--- src/rtl/alu_sequencer_if.sv ---
// Bus bundle between the ALU sequencer and its environment: instruction
// handshake, external register loads, the external ALU and the result/status outputs.
interface alu_sequencer_if;
  logic       instr_valid;
  logic [7:0] instr;
  logic       instr_ready;
  logic       load_en;
  logic [1:0] load_addr;
  logic [7:0] load_data;
  logic [7:0] alu_in1;
  logic [7:0] alu_in2;
  logic [2:0] alu_op;
  logic [7:0] alu_out;
  logic       alu_n;
  logic       alu_z;
  logic       flag_n;
  logic       flag_z;
  logic       done;
  logic [7:0] wb_data;
  logic       illegal;

  modport slave (
    input  instr_valid, instr, load_en, load_addr, load_data, alu_out, alu_n, alu_z,
    output instr_ready, alu_in1, alu_in2, alu_op, flag_n, flag_z, done, wb_data, illegal
  );

  modport master (
    output instr_valid, instr, load_en, load_addr, load_data, alu_out, alu_n, alu_z,
    input  instr_ready, alu_in1, alu_in2, alu_op, flag_n, flag_z, done, wb_data, illegal
  );
endinterface

--- src/rtl/alu_sequencer.sv ---
// Four-state sequencer (IDLE/READ/EXEC/WB) that fetches two operands from a
// 4x8 register file, drives an external ALU and writes the result back to rx.
module alu_sequencer (
  input  logic         clock,
  input  logic         reset,
  alu_sequencer_if.slave bus
);

  typedef enum logic [1:0] {IDLE, READ, EXEC, WB} state_t;

  localparam logic [2:0] OP_NONE = 3'b111;

  state_t     state;
  logic [7:0] regs [0:3];
  logic [7:0] ir;
  logic [7:0] a_q;
  logic [7:0] b_q;
  logic [7:0] result_q;
  logic [2:0] alu_op_q;
  logic       ready_q;
  logic       done_q;
  logic       illegal_q;
  logic       flag_n_q;
  logic       flag_z_q;

  // Opcode fields of the captured instruction.
  logic [1:0] rx;
  logic [1:0] ry;
  assign rx = ir[7:6];
  assign ry = ir[5:4];

  always_ff @(posedge clock or posedge reset) begin
    if (reset) begin
      state     <= IDLE;
      // NOTE: the register file is architecturally visible after reset, so
      // every entry is cleared here rather than left to power-up contents.
      for (int i = 0; i < 4; i++) regs[i] <= 8'h00;
      ir        <= 8'h00;
      a_q       <= 8'h00;
      b_q       <= 8'h00;
      result_q  <= 8'h00;
      alu_op_q  <= OP_NONE;
      ready_q   <= 1'b0;
      done_q    <= 1'b0;
      illegal_q <= 1'b0;
      flag_n_q  <= 1'b0;
      flag_z_q  <= 1'b0;
    end else begin
      // NOTE: pulse outputs default low each cycle; only the state that
      // raises them overrides, so no stale pulse can survive a transition.
      done_q    <= 1'b0;
      illegal_q <= 1'b0;
      case (state)
        IDLE: begin
          if (bus.load_en) regs[bus.load_addr] <= bus.load_data;
          if (bus.instr_valid && ready_q) begin
            ir        <= bus.instr;
            illegal_q <= (bus.instr[3:0] > 4'd4);
            ready_q   <= 1'b0;
            state     <= READ;
          end else begin
            ready_q <= 1'b1;
          end
        end
        READ: begin
          if (ir[3:0] > 4'd4) begin
            ready_q <= 1'b1;
            state   <= IDLE;
          end else begin
            a_q      <= regs[rx];
            b_q      <= regs[ry];
            alu_op_q <= ir[2:0];
            state    <= EXEC;
          end
        end
        EXEC: begin
          result_q <= bus.alu_out;
          flag_n_q <= bus.alu_n;
          flag_z_q <= bus.alu_z;
          alu_op_q <= OP_NONE;
          done_q   <= 1'b1;
          state    <= WB;
        end
        WB: begin
          regs[rx] <= result_q;
          ready_q  <= 1'b1;
          state    <= IDLE;
        end
        default: state <= IDLE;
      endcase
    end
  end

  assign bus.instr_ready = ready_q;
  assign bus.alu_in1     = a_q;
  assign bus.alu_in2     = b_q;
  assign bus.alu_op      = alu_op_q;
  assign bus.flag_n      = flag_n_q;
  assign bus.flag_z      = flag_z_q;
  assign bus.done        = done_q;
  assign bus.wb_data     = result_q;
  assign bus.illegal     = illegal_q;

endmodule

--- src/flat_wrapper.sv ---
// flat-port wrapper written by rule: the top's interface ports become plain ports
module alu_sequencer_flat 
  (clock, reset, bus_instr_valid, bus_instr, bus_load_en, bus_load_addr, bus_load_data, bus_alu_out, bus_alu_n, bus_alu_z, bus_instr_ready, bus_alu_in1, bus_alu_in2, bus_alu_op, bus_flag_n, bus_flag_z, bus_done, bus_wb_data, bus_illegal);
  alu_sequencer_if bus_i ();
  input  logic clock;
  input  logic reset;
  input wire logic [$bits(bus_i.instr_valid)-1:0] bus_instr_valid;
  input wire logic [$bits(bus_i.instr)-1:0] bus_instr;
  input wire logic [$bits(bus_i.load_en)-1:0] bus_load_en;
  input wire logic [$bits(bus_i.load_addr)-1:0] bus_load_addr;
  input wire logic [$bits(bus_i.load_data)-1:0] bus_load_data;
  input wire logic [$bits(bus_i.alu_out)-1:0] bus_alu_out;
  input wire logic [$bits(bus_i.alu_n)-1:0] bus_alu_n;
  input wire logic [$bits(bus_i.alu_z)-1:0] bus_alu_z;
  output wire logic [$bits(bus_i.instr_ready)-1:0] bus_instr_ready;
  output wire logic [$bits(bus_i.alu_in1)-1:0] bus_alu_in1;
  output wire logic [$bits(bus_i.alu_in2)-1:0] bus_alu_in2;
  output wire logic [$bits(bus_i.alu_op)-1:0] bus_alu_op;
  output wire logic [$bits(bus_i.flag_n)-1:0] bus_flag_n;
  output wire logic [$bits(bus_i.flag_z)-1:0] bus_flag_z;
  output wire logic [$bits(bus_i.done)-1:0] bus_done;
  output wire logic [$bits(bus_i.wb_data)-1:0] bus_wb_data;
  output wire logic [$bits(bus_i.illegal)-1:0] bus_illegal;
  assign bus_i.instr_valid = bus_instr_valid;
  assign bus_i.instr = bus_instr;
  assign bus_i.load_en = bus_load_en;
  assign bus_i.load_addr = bus_load_addr;
  assign bus_i.load_data = bus_load_data;
  assign bus_i.alu_out = bus_alu_out;
  assign bus_i.alu_n = bus_alu_n;
  assign bus_i.alu_z = bus_alu_z;
  assign bus_instr_ready = bus_i.instr_ready;
  assign bus_alu_in1 = bus_i.alu_in1;
  assign bus_alu_in2 = bus_i.alu_in2;
  assign bus_alu_op = bus_i.alu_op;
  assign bus_flag_n = bus_i.flag_n;
  assign bus_flag_z = bus_i.flag_z;
  assign bus_done = bus_i.done;
  assign bus_wb_data = bus_i.wb_data;
  assign bus_illegal = bus_i.illegal;
  alu_sequencer u_core (.clock(clock), .reset(reset), .bus(bus_i));
endmodule
--- config.mk ---
export PLATFORM = sky130hd
export DESIGN_NAME = alu_sequencer_flat
export DESIGN_NICKNAME = d
export VERILOG_FILES = /design/src/rtl/alu_sequencer_if.sv /design/src/rtl/alu_sequencer.sv /design/src/flat_wrapper.sv
export SDC_FILE = /design/constraint.sdc
export NUM_CORES = 1
export LEC_CHECK = 0
export ABC_AREA = 1
export ABC_CLOCK_PERIOD_IN_PS = 2400
export BUFFER_PORTS_ARGS = -buffer_cell sky130_fd_sc_hd__buf_2
export CAP_MARGIN = 30
export CORE_UTILIZATION = 52
export CTS_BUF_LIST = sky130_fd_sc_hd__clkbuf_16
export DETAILED_ROUTE_END_ITERATION = 8
export PLACE_DENSITY = 0.87
export SLEW_MARGIN = 20
export SYNTH_ARGS = -nofsm -noshare
export SYNTH_HDL_FRONTEND = slang
export SYNTH_SLANG_ARGS = --single-unit
--- constraint.sdc ---
create_clock -name clock -period 2.4 [get_ports clock]
set_input_delay 0.72 -clock clock [delete_from_list [all_inputs] [get_ports clock]]
set_output_delay 0.72 -clock clock [all_outputs]
set_load 0.02 [all_outputs]
==> Flow_metrics.wiki, run 1 <==
{| class="wikitable"
! Metric !! Value
|-
| Run status || completed
|-
| Deepest level of the CTS H-tree || 3
|-
| Pint || 3390 uW
|-
| Number of synthesis warnings || 0
|-
| Avg Synthesized Cell Area || 7.03 sq um
|-
| Share of the clock period used by the worst path after layout || 0.723
|-
| Kind of capture point of the worst setup path || output pin
|-
| Buffers & Inverters on Critical Path || 1
|-
| Initial cell density of the core || 0.550
|-
| Delay of the slowest critical-path stage || between 500 and 600 ps
|-
| Post-cts gate resize count || 0
|-
| Number of standard cells in the layout, taps in and fillers out || 784
|-
| Clock tree buffer depth || 2
|-
| Antenna diode count || 0
|-
| Clock power frac || 0.213
|-
| Die X || 93.3 microns
|-
| Vias per Instance || 5.25
|-
| Share of post-route cells with drive strength above 1 || 0.188
|-
| Most used flip-flop cell after synthesis || dfrtp_1
|-
| Critical-path cell with the highest stage delay || dfstp_2
|-
| Cell types with the highest counts after synthesis || nand2_1 (337), dfrtp_1 (71), nand3_1 (68)
|-
| Number of clock sinks seen by CTS || between 70 and 80
|-
| Post-CTS repair timing setup buffer count || 0
|-
| Sum of net half-perimeters after detailed placement || ~8 mm
|-
| Count of input and output buffers || 63
|-
| Clock period minus final worst setup slack || roughly 1700 ps
|-
| Worst Hold Depth || 2
|-
| Hold Slack || 473 ps
|-
| Part of the power in combinational logic || 0.430
|-
| Transition time at the pin with the least slew margin || between 600 and 700 ps
|-
| Family with the most delay on the worst path || flip-flops
|-
| Total DRC errors in the routed layout || 0
|-
| Synth top area share || 0.410
|-
| Slew Viols, Final || 0
|-
| Final setup violation count || 0
|-
| Switching power as a share of total power || 0.462
|-
| Number of top-level design ports || 64
|-
| Clock network latency to the later pin of the worst-skew pair || 330 ps
|-
| Synthesis-stage register bit count || 74
|-
| Share of synthesized registers carrying an async set or reset || 1.00
|-
| Overall power of the completed layout || 6300 uW
|-
| Max Fclk || 0.576 GHz
|-
| Total wire length || between 10 and 15 mm
|-
| Most common cell in the synthesized netlist || nand2_1
|-
| Root cell of the clock tree || clkbuf_16
|-
| Number of global-route vias before repair || 3880
|-
| Post-synthesis to final-layout area growth || 15.2%
|-
| Drt first-iter violations || between 300 and 400
|-
| Total stage count of the critical path || 1
|-
| Clock tree from TritonCTS || built
|-
| Total power divided by cell area || 1260 nW/um^2
|-
| Routed vias || 4114
|-
| Endpoint of the worst-slack reg-to-reg timing path || u_core.bus.alu_in2[3]
|-
| Sequential-to-total area share from yosys stat || 0.428
|-
| Cell-by-cell listing of the critical path || buf_2
|-
| MaxCap Viol Count || 0
|-
| Gr usage total || 0.277
|-
| CTS hold repair buffers || 0
|-
| Number of cells produced by synthesis || 617
|-
| Post-synth EDFFs || 0
|-
| Detail-routed net length per standard cell || 14.2 microns
|-
| Total Nets Final || 709
|-
| Global placement routability congestion || between 0.8 and 0.9
|-
| First-pass iteration count of the detailed router || 6
|-
| WP data required || 1680 ps
|-
| Worst setup path startpoint || u_core.bus.alu_op[1]
|-
| Filler cell count || 705
|-
| WP data arrival || a little over 1000 ps
|-
| Worst max-slew margin expressed relative to the limit || 0.550
|-
| Post-synth top area cell || dfrtp_1
|-
| Overall overflow remaining after global route || 0
|-
| Antenna viol nets, final || 0
|-
| Die Area || 8710 sq um
|-
| Num CTS Buffers || 9
|-
| Placement row count || 32
|-
| Ranking of synthesized cells by area || dfrtp_1 (41%), nand2_1 (29%), nand3_1 (7.8%)
|-
| Maximum vdd drop || 0.664 mV
|-
| Setup repair after global routing missed its margin || no
|-
| Power spent charging and discharging nets || between 2000 and 3000 uW
|-
| Die Span Y || 93.3 microns
|-
| Highest fanout seen on the critical path || 2
|-
| Wire length of the first global-routing pass || 18.5 mm
|-
| Reg-to-reg slack, setup || approximately 700 ps
|-
| Critical Path Source Type || register
|-
| Worst Clk Skew || 8.83 ps
|-
| Cell Area, Synth || between 4000 and 5000 sq um
|-
| Core region area || 7890 sq um
|-
| Initial antenna violation count || 0
|-
| Classification of the worst-slack hold path || reg -> reg
|-
| Leakage power total || just under 0.003 uW
|-
| Maximum number of pins on one net before global-route repair || 75
|-
| Reg2reg start || u_core.ir[4]
|-
| Net Count, Synth || 649
|-
| Reg clk slew, reported paths || around 60 ps
|-
| Post-Place Cells || 768
|-
| Final-layout setup total negative slack || 0 ps
|-
| Number of failing hold endpoints at the final stage || 0
|-
| Worst setup path end || bus_alu_op[1]
|-
| Register share of total power || 0.357
|-
| Worst R2R Path Depth || 6
|-
| Count of distinct cell types in the synthesized netlist || 21
|-
| Type of the worst setup path || reg -> out
|}
==> layer usage <==
metal,wire length (microns),vias up,track usage
met1,4810,1870,0.364
li1,-,2019,-
met3,843,29,0.0585
met5,0,-,0
met4,375,0,0.113
met2,5110,196,0.446
==> metrics by stage <==
stage          cell area, sq um  worst slack [ps]   util
2_1_floorplan              4340               857      -
3_3_place_gp               4700               777  0.596
3_5_place_dp               4700               715  0.596
4_1_cts                    4990               656  0.633
5_1_grt                    4990               545  0.633
6_report                   4990               664  0.633
==> worst min path at each step <==
stage | from | to | slack [ps]
floorplan | u_core.regs[0] | u_core.regs[0] | 500
global placement | u_core.bus.alu_in2[1] | u_core.bus.alu_in2[1] | 460
detailed placement | u_core.bus.alu_in2[6] | u_core.bus.alu_in2[6] | 460
CTS | u_core.bus.alu_in2[6] | u_core.bus.alu_in2[6] | 480
global route | u_core.bus.alu_in1[0] | u_core.bus.alu_in1[0] | 490
finish | u_core.bus.alu_in2[6] | u_core.bus.alu_in2[6] | 470
==> worst reg2reg max path, stage by stage, from the launching register on <==
cell	delay [ps]
dfrtp_1	770
clkinv_1	440
nand2_1	160
nand3_1	70
nand2_1	100
nand2_1	50
nand2_1	50
==> area by class of cell <==
class,instances,area (sq um),area share
Timing Repair Buffer,67,358,0.0717
Clock buffer,9,225,0.0451
Multi-Input combinational cell,475,2160,0.433
Clock inverter,7,68.8,0.0138
Tap cell,102,128,0.0256
Sequential cell,74,1860,0.372
Inverter,50,196,0.0393
==> power groups by stage <==
stage / combinational [uW] / sequential (uW) / clock [uW]
global placement: 2620 / 2220 / 0
global route: 3060 / 2310 / 1410
floorplan: 1910 / 2330 / 0
CTS: 2720 / 2230 / 1360
finish: 2710 / 2250 / 1340
detailed placement: 2680 / 2240 / 0
==> cells by family after synthesis <==
kind of cell | Yosys count | share of synthesized area
AOI/OAI and AO/OA | 18 | 0.0208
buffers and inverters | 68 | 0.0733
DFF | 74 | 0.428
and+or+nand+nor | 457 | 0.478
==> flip-flops by register name (all words and copies together) (netlist names), named ones only <==
| signal | flops |
|---|---|
| u_core.bus.alu_in1 | 8 |
| u_core.bus.alu_in2 | 8 |
| u_core.bus.alu_op | 3 |
| u_core.bus.done | 1 |
| u_core.bus.flag_n | 1 |
| u_core.bus.flag_z | 1 |
| u_core.bus.illegal | 1 |
| u_core.bus.instr_ready | 1 |
| u_core.bus.wb_data | 8 |
| u_core.ir | 8 |
| u_core.regs | 32 |
| u_core.state | 1 |
==> cells in the final DEF, fill, tap and decap left out <==
cell type	synthesis	routed
inv_4	2	2
inv_6	0	1
o21ai_1	5	5
nor2_2	2	2
dfstp_2	3	3
inv_1	39	39
clkinvlp_4	0	2
nand2_2	4	4
inv_2	8	8
clkbuf_16	0	9
nand2_4	11	11
clkinv_4	0	1
nor2_4	8	8
buf_2	12	63
o21ai_0	13	13
buf_4	3	3
dfrtp_1	71	71
buf_12	1	1
nand3_1	68	68
clkinv_1	1	1
nor2_1	20	20
nand2_1	337	337
nand3b_4	1	1
clkinv_2	0	2
nor2_8	6	6
bufinv_16	0	1
Note: power is estimated with default switching activity, not from simulation.
==> run 2: changes to the inputs <==
--- a/config.mk
+++ b/config.mk
@@ -6,7 +6,7 @@
 export NUM_CORES = 1
 export LEC_CHECK = 0
 export ABC_AREA = 1
-export ABC_CLOCK_PERIOD_IN_PS = 2400
+export ABC_CLOCK_PERIOD_IN_PS = 1500
 export BUFFER_PORTS_ARGS = -buffer_cell sky130_fd_sc_hd__buf_2
 export CAP_MARGIN = 30
 export CORE_UTILIZATION = 52
==> constraint.sdc (replaced) <==
create_clock -name clock -period 1.5 [get_ports clock]
set_input_delay 0.45 -clock clock [delete_from_list [all_inputs] [get_ports clock]]
set_output_delay 0.45 -clock clock [all_outputs]
set_load 0.02 [all_outputs]
==> run 2 against run 1 <==
Wire length shrank 0.45%. Count of clock-buffer cells in the layout is the same. Highest routed layer unchanged. Flip-flop and latch count is the same. Sequential power grew 52%. Critical path depth is the same. Worst hold slack lost 290 ps. Largest power group unchanged. Critical endpoint is now bus_alu_op[0].
==> Flow_metrics.wiki, run 2 (synthesis results as in run 1) <==
{| class="wikitable"
! Metric !! Value
|-
| Number of failing hold endpoints at the final stage || 0
|-
| Die Span Y || 93.3 microns
|-
| Overall power of the completed layout || 10800 uW
|-
| Drt first-iter violations || 289
|-
| Critical-path cell with the highest stage delay || dfstp_2
|-
| Worst setup path startpoint || u_core.bus.alu_op[0]
|-
| Post-CTS repair timing setup buffer count || 0
|-
| Reg2reg start || u_core.ir[6]
|-
| Number of global-route vias before repair || 3970
|-
| Total power divided by cell area || ~2100 nW/um^2
|-
| Global placement routability congestion || 0.969
|-
| Overall overflow remaining after global route || 0
|-
| Routed vias || 4121
|-
| Filler cell count || 702
|-
| Buffers & Inverters on Critical Path || 1
|-
| Root cell of the clock tree || clkbuf_16
|-
| Number of top-level design ports || 64
|-
| Slew Viols, Final || 0
|-
| Wire length of the first global-routing pass || 18.7 mm
|-
| Max Fclk || 0.684 GHz
|-
| Total Nets Final || about 700
|-
| Die X || between 90 and 100 microns
|-
| Setup repair after global routing missed its margin || no
|-
| Share of the clock period used by the worst path after layout || 0.975
|-
| Share of post-route cells with drive strength above 1 || 0.199
|-
| Antenna viol nets, final || 0
|-
| Largest register by flop count || u_core.regs
|-
| Leakage power total || 0.00307 uW
|-
| Most common cell after layout, fill and taps aside || nand2_1
|-
| Number of flip-flops under the largest register name || 32
|-
| Final setup violation count || 0
|-
| Sum of net half-perimeters after detailed placement || 8.18 mm
|-
| Count of input and output buffers || between 60 and 70
|-
| Detail-routed net length per standard cell || 14.0 microns
|-
| Clock period minus final worst setup slack || 1460 ps
|-
| Gr usage total || 0.281
|-
| Type of the worst setup path || reg -> out
|-
| Initial antenna violation count || 0
|-
| MaxCap Viol Count || 0
|-
| Classification of the worst-slack hold path || in -> async
|-
| Reg clk slew, reported paths || 60 ps
|-
| Antenna diode count || 0
|-
| Placement row count || 32
|-
| Num CTS Buffers || 9
|-
| Run status || completed
|-
| Total wire length || 11.1 mm
|-
| Die Area || just under 9000 sq um
|-
| Clock tree buffer depth || 2
|-
| Core region area || between 7000 and 8000 sq um
|-
| Reg-to-reg slack, setup || 100 ps
|-
| Vias per Instance || 5.19
|-
| Total DRC errors in the routed layout || 0
|-
| Worst Clk Skew || roughly 8 ps
|-
| Initial cell density of the core || 0.550
|-
| Clock tree from TritonCTS || built
|-
| WP data arrival || 1010 ps
|-
| WP data required || ~1100 ps
|-
| Highest fanout seen on the critical path || 2
|-
| Number of clock sinks seen by CTS || 74
|-
| Post-cts gate resize count || 0
|-
| Kind of capture point of the worst setup path || output pin
|-
| Delay of the slowest critical-path stage || about 530 ps
|-
| Worst max-slew margin expressed relative to the limit || 0.722
|-
| Hold Slack || approximately 180 ps
|-
| Maximum number of pins on one net before global-route repair || 50
|-
| Clock network latency to the later pin of the worst-skew pair || 340 ps
|-
| Transition time at the pin with the least slew margin || 415 ps
|-
| Most frequent cells in the layout || nand2_1 (337), dfrtp_1 (71), nand3_1 (68)
|-
| Cell-by-cell listing of the critical path || buf_2
|-
| Family with the most delay on the worst path || flip-flops
|-
| Deepest level of the CTS H-tree || 3
|-
| Final-layout setup total negative slack || 0 ps
|-
| First-pass iteration count of the detailed router || 5
|-
| Maximum vdd drop || 1.37 mV
|-
| Post-synthesis to final-layout area growth || 18.9%
|-
| CTS hold repair buffers || 0
|-
| Critical Path Source Type || register
|}
==> run 2: changes by cell type in the layout (fill, tap and decap cells not counted), sizes merged <==
cell / before / now
bufinv: 1 / 4
clkinvlp: 2 / 1
clkinv: 4 / 2
buf: 67 / 77
==> run 2: per-layer routing <==
metal,vias up,global-route usage,wire length (microns)
met5,-,0,0
met4,0,0.124,268
met3,29,0.0390,795
met2,179,0.450,5160
met1,1878,0.379,4850
li1,2035,-,-
==> run 2: power breakdown <==
group / leakage (uW) / switching [uW] / total, uW / internal [uW]
sequential: 0.000956 / 622 / 3430 / 2800
clock: 0.000181 / 867 / 2660 / 1800
combinational: 0.00193 / 3210 / 4720 / 1510
total: 0.00307 / 4700 / 10800 / 6110
==> run 2: per-stage QoR <==
step	area (sq um)	worst slack (ps)	instances	util
global placement	4790	142	778	0.607
CTS	5150	26.3	794	0.653
global route	5150	4.79	794	0.653
finish	5150	38.1	794	0.653
floorplan	4340	227	617	-
detailed placement	4790	98.9	778	0.607
==> run 2: area by class of cell <==
cell class / instances / area (sq um) / area share
clock buffers: 9 / 225 / 0.0437
clock inverters: 7 / 141 / 0.0274
inverters: 50 / 196 / 0.0381
multi-input cells: 475 / 2160 / 0.420
flip-flops and latches: 74 / 1860 / 0.360
well taps: 102 / 128 / 0.0248
repair buffers: 77 / 445 / 0.0864
==> run 2: tightest hold or removal path: stages <==
cell        delay (ps)
buf_2              110
clkinvlp_4          80
buf_12             250
==> run 2: final timing paths <==
kind,cells past startpoint,end
max reg2reg,7,u_core.regs[4]
min in group clock,3,u_core.ir[5]
min reg2reg,2,u_core.bus.alu_in2[3]
max in group asynchronous,3,u_core.bus.alu_op[0]
min,3,u_core.regs[18]
max,1,bus_alu_op[0]
==> run 3: changes to the inputs <==
--- a/config.mk
+++ b/config.mk
@@ -10,9 +10,10 @@
 export BUFFER_PORTS_ARGS = -buffer_cell sky130_fd_sc_hd__buf_2
 export CAP_MARGIN = 30
 export CORE_UTILIZATION = 52
-export CTS_BUF_LIST = sky130_fd_sc_hd__clkbuf_16
+export CTS_BUF_LIST = sky130_fd_sc_hd__clkbuf_4 sky130_fd_sc_hd__clkbuf_8 sky130_fd_sc_hd__clkbuf_16
 export DETAILED_ROUTE_END_ITERATION = 8
 export PLACE_DENSITY = 0.87
+export REMOVE_ABC_BUFFERS = 1
 export SLEW_MARGIN = 20
 export SYNTH_ARGS = -nofsm -noshare
 export SYNTH_HDL_FRONTEND = slang
==> run 3 against run 2 <==
First-iteration DRC count grew 4.2%. Wire length up 3.0%. Worst hold slack got worse by 22 ps. Sequential share of layout area is 0.58 points higher. Count of clock-buffer cells in the layout stayed put. Via count up 0.12%. Clock skew rose by 4.4 ps. Power is 6.6% lower. Register-to-register slack worse by 20 ps. Sequential power grew 1%. Global-route usage grew 0.91 points.
==> Flow_metrics.wiki, run 3 (synthesis results as in run 1) <==
{| class="wikitable"
! Metric !! Value
|-
| Number of flip-flops under the largest register name || 32
|-
| Filler cell count || 689
|-
| Worst Clk Skew || 12.5 ps
|-
| Highest fanout seen on the critical path || 2
|-
| Clock period minus final worst setup slack || 1470 ps
|-
| Utilization after layout || 0.643
|-
| First-pass iteration count of the detailed router || 5
|-
| Register area || 1860 sq um
|-
| WP data required || around 1100 ps
|-
| Share of post-route cells with drive strength above 1 || 0.206
|-
| Most frequent cells in the layout || nand2_1 (337), dfrtp_1 (70), nand3_1 (68)
|-
| Maximum number of pins on one net before global-route repair || 75
|-
| Maximum vdd drop || 0.835 mV
|-
| Delay of the slowest critical-path stage || 550 ps
|-
| Reg-to-reg slack, setup || roughly 80 ps
|-
| Antenna viol nets, final || 0
|-
| Overall overflow remaining after global route || 0
|-
| Initial antenna violation count || 0
|-
| Number of failing hold endpoints at the final stage || 0
|-
| Transition time at the pin with the least slew margin || between 500 and 600 ps
|-
| Gr usage total || 0.290
|-
| Antenna diode count || 0
|-
| Share of the clock period used by the worst path after layout || 0.983
|-
| Final setup violation count || 0
|-
| Count of input and output buffers || 63
|-
| Root cell of the clock tree || clkbuf_8
|-
| Kind of capture point of the worst setup path || output pin
|-
| Final-layout setup total negative slack || 0 ps
|-
| Type of the worst setup path || reg -> out
|-
| Total wire length || 11.4 mm
|-
| Post-synthesis to final-layout area growth || 17.1%
|-
| Number of global-route vias before repair || around 4000
|-
| Detail-routed net length per standard cell || 14.3 microns
|-
| Total area of multi-input combinational cells || 2170 sq um
|-
| Global placement routability congestion || 0.976
|-
| Die X || 93.3 microns
|-
| Die Span Y || 93.3 microns
|-
| Slew Viols, Final || 0
|-
| Leakage power total || between 0.003 and 0.004 uW
|-
| Classification of the worst-slack hold path || in -> async
|-
| Reg2reg start || u_core.state[0]
|-
| Total Nets Final || around 720
|-
| Reg clk slew, reported paths || ~90 ps
|-
| Largest register by flop count || u_core.regs
|-
| Run status || completed
|-
| Cell-by-cell listing of the critical path || buf_6
|-
| Buffers & Inverters on Critical Path || 1
|-
| Max Fclk || ~0.68 GHz
|-
| MaxCap Viol Count || 0
|-
| Drt first-iter violations || 301
|-
| Core region area || 7890 sq um
|-
| Most common cell after layout, fill and taps aside || nand2_1
|-
| Clock tree buffer depth || 2
|-
| Initial cell density of the core || 0.550
|-
| Routed vias || 4126
|-
| Sum of net half-perimeters after detailed placement || 8.52 mm
|-
| Setup repair after global routing missed its margin || yes
|-
| Critical Path Source Type || register
|-
| Family with the most delay on the worst path || flip-flops
|-
| Vias per Instance || 5.18
|-
| Total DRC errors in the routed layout || 0
|-
| Number of top-level design ports || 64
|-
| Placement row count || 32
|-
| Critical-path cell with the highest stage delay || dfstp_2
|-
| Wire length of the first global-routing pass || 19.2 mm
|-
| WP data arrival || 1020 ps
|-
| Worst setup path startpoint || u_core.bus.alu_op[1]
|-
| Num CTS Buffers || 9
|-
| Total power divided by cell area || ~2000 nW/um^2
|-
| Number of clock sinks seen by CTS || 74
|-
| Deepest level of the CTS H-tree || 3
|-
| Worst max-slew margin expressed relative to the limit || 0.613
|-
| Clock network latency to the later pin of the worst-skew pair || roughly 360 ps
|-
| Die Area || 8710 sq um
|-
| Clock tree from TritonCTS || built
|}
-- run 3: changes by cell type in the layout (fill, tap and decap cells not counted), moves of 2 or more --
cell / before / now
clkbuf_16: 9 / 0
clkbuf_8: 0 / 9
buf_6: 0 / 4
buf_2: 63 / 60
bufinv_16: 4 / 2
inv_6: 1 / 3
-- run 3: final cells by class --
cell class	instances	share of cell area
inverter	50	0.0385
clock buffer	9	0.0244
sequential	74	0.366
timing repair buffer	80	0.0991
tap	102	0.0251
multi-input combinational	475	0.427
clock inverter	7	0.0200
-- run 3: report_power, final --
part           internal, uW  switching, uW  leakage (uW)
clock network           951            834      0.000106
registers              2800            669      0.000955
logic                  1630           3220       0.00197
total                  5380           4720       0.00303
-- run 3: what timing repair did --
item | in CTS | in global routing
resized for setup | 4 | 6
hold buffers | 0 | 0
buffers inserted | 0 | 1
setup endpoints to repair | 3 | 11
-- run 3: path summary, 6_finish.rpt --
check,end,cells after the start
setup / recovery,bus_alu_op[1],1
min in group clock,u_core.bus.flag_z,3
max in group asynchronous,u_core.bus.alu_op[0],3
setup reg to reg,u_core.regs[26],7
hold reg to reg,u_core.bus.alu_in2[2],2
hold / removal,u_core.bus.illegal,3
-- run 3: metal layers --
metal | up-vias | share of wire | GRT usage
met3 | 27 | 0.077 | 0.0585
met1 | 1874 | 0.43 | 0.384
met4 | 0 | 0.023 | 0.117
li1 | 2032 | - | -
met2 | 193 | 0.47 | 0.464
met5 | - | 0 | 0
-- run 3: stage by stage --
stage	hold WS (ps)	cells	worst slack, ps	cell area, sq um	total power (uW)
3_3_place_gp	458	780	90.2	4810	8060
6_report	162	797	25.6	5070	10100
5_1_grt	185	797	-19.1	5070	10800
2_1_floorplan	497	599	-827	4210	6530
4_1_cts	182	796	8.38	5050	10000
3_5_place_dp	461	780	72.0	4810	8200
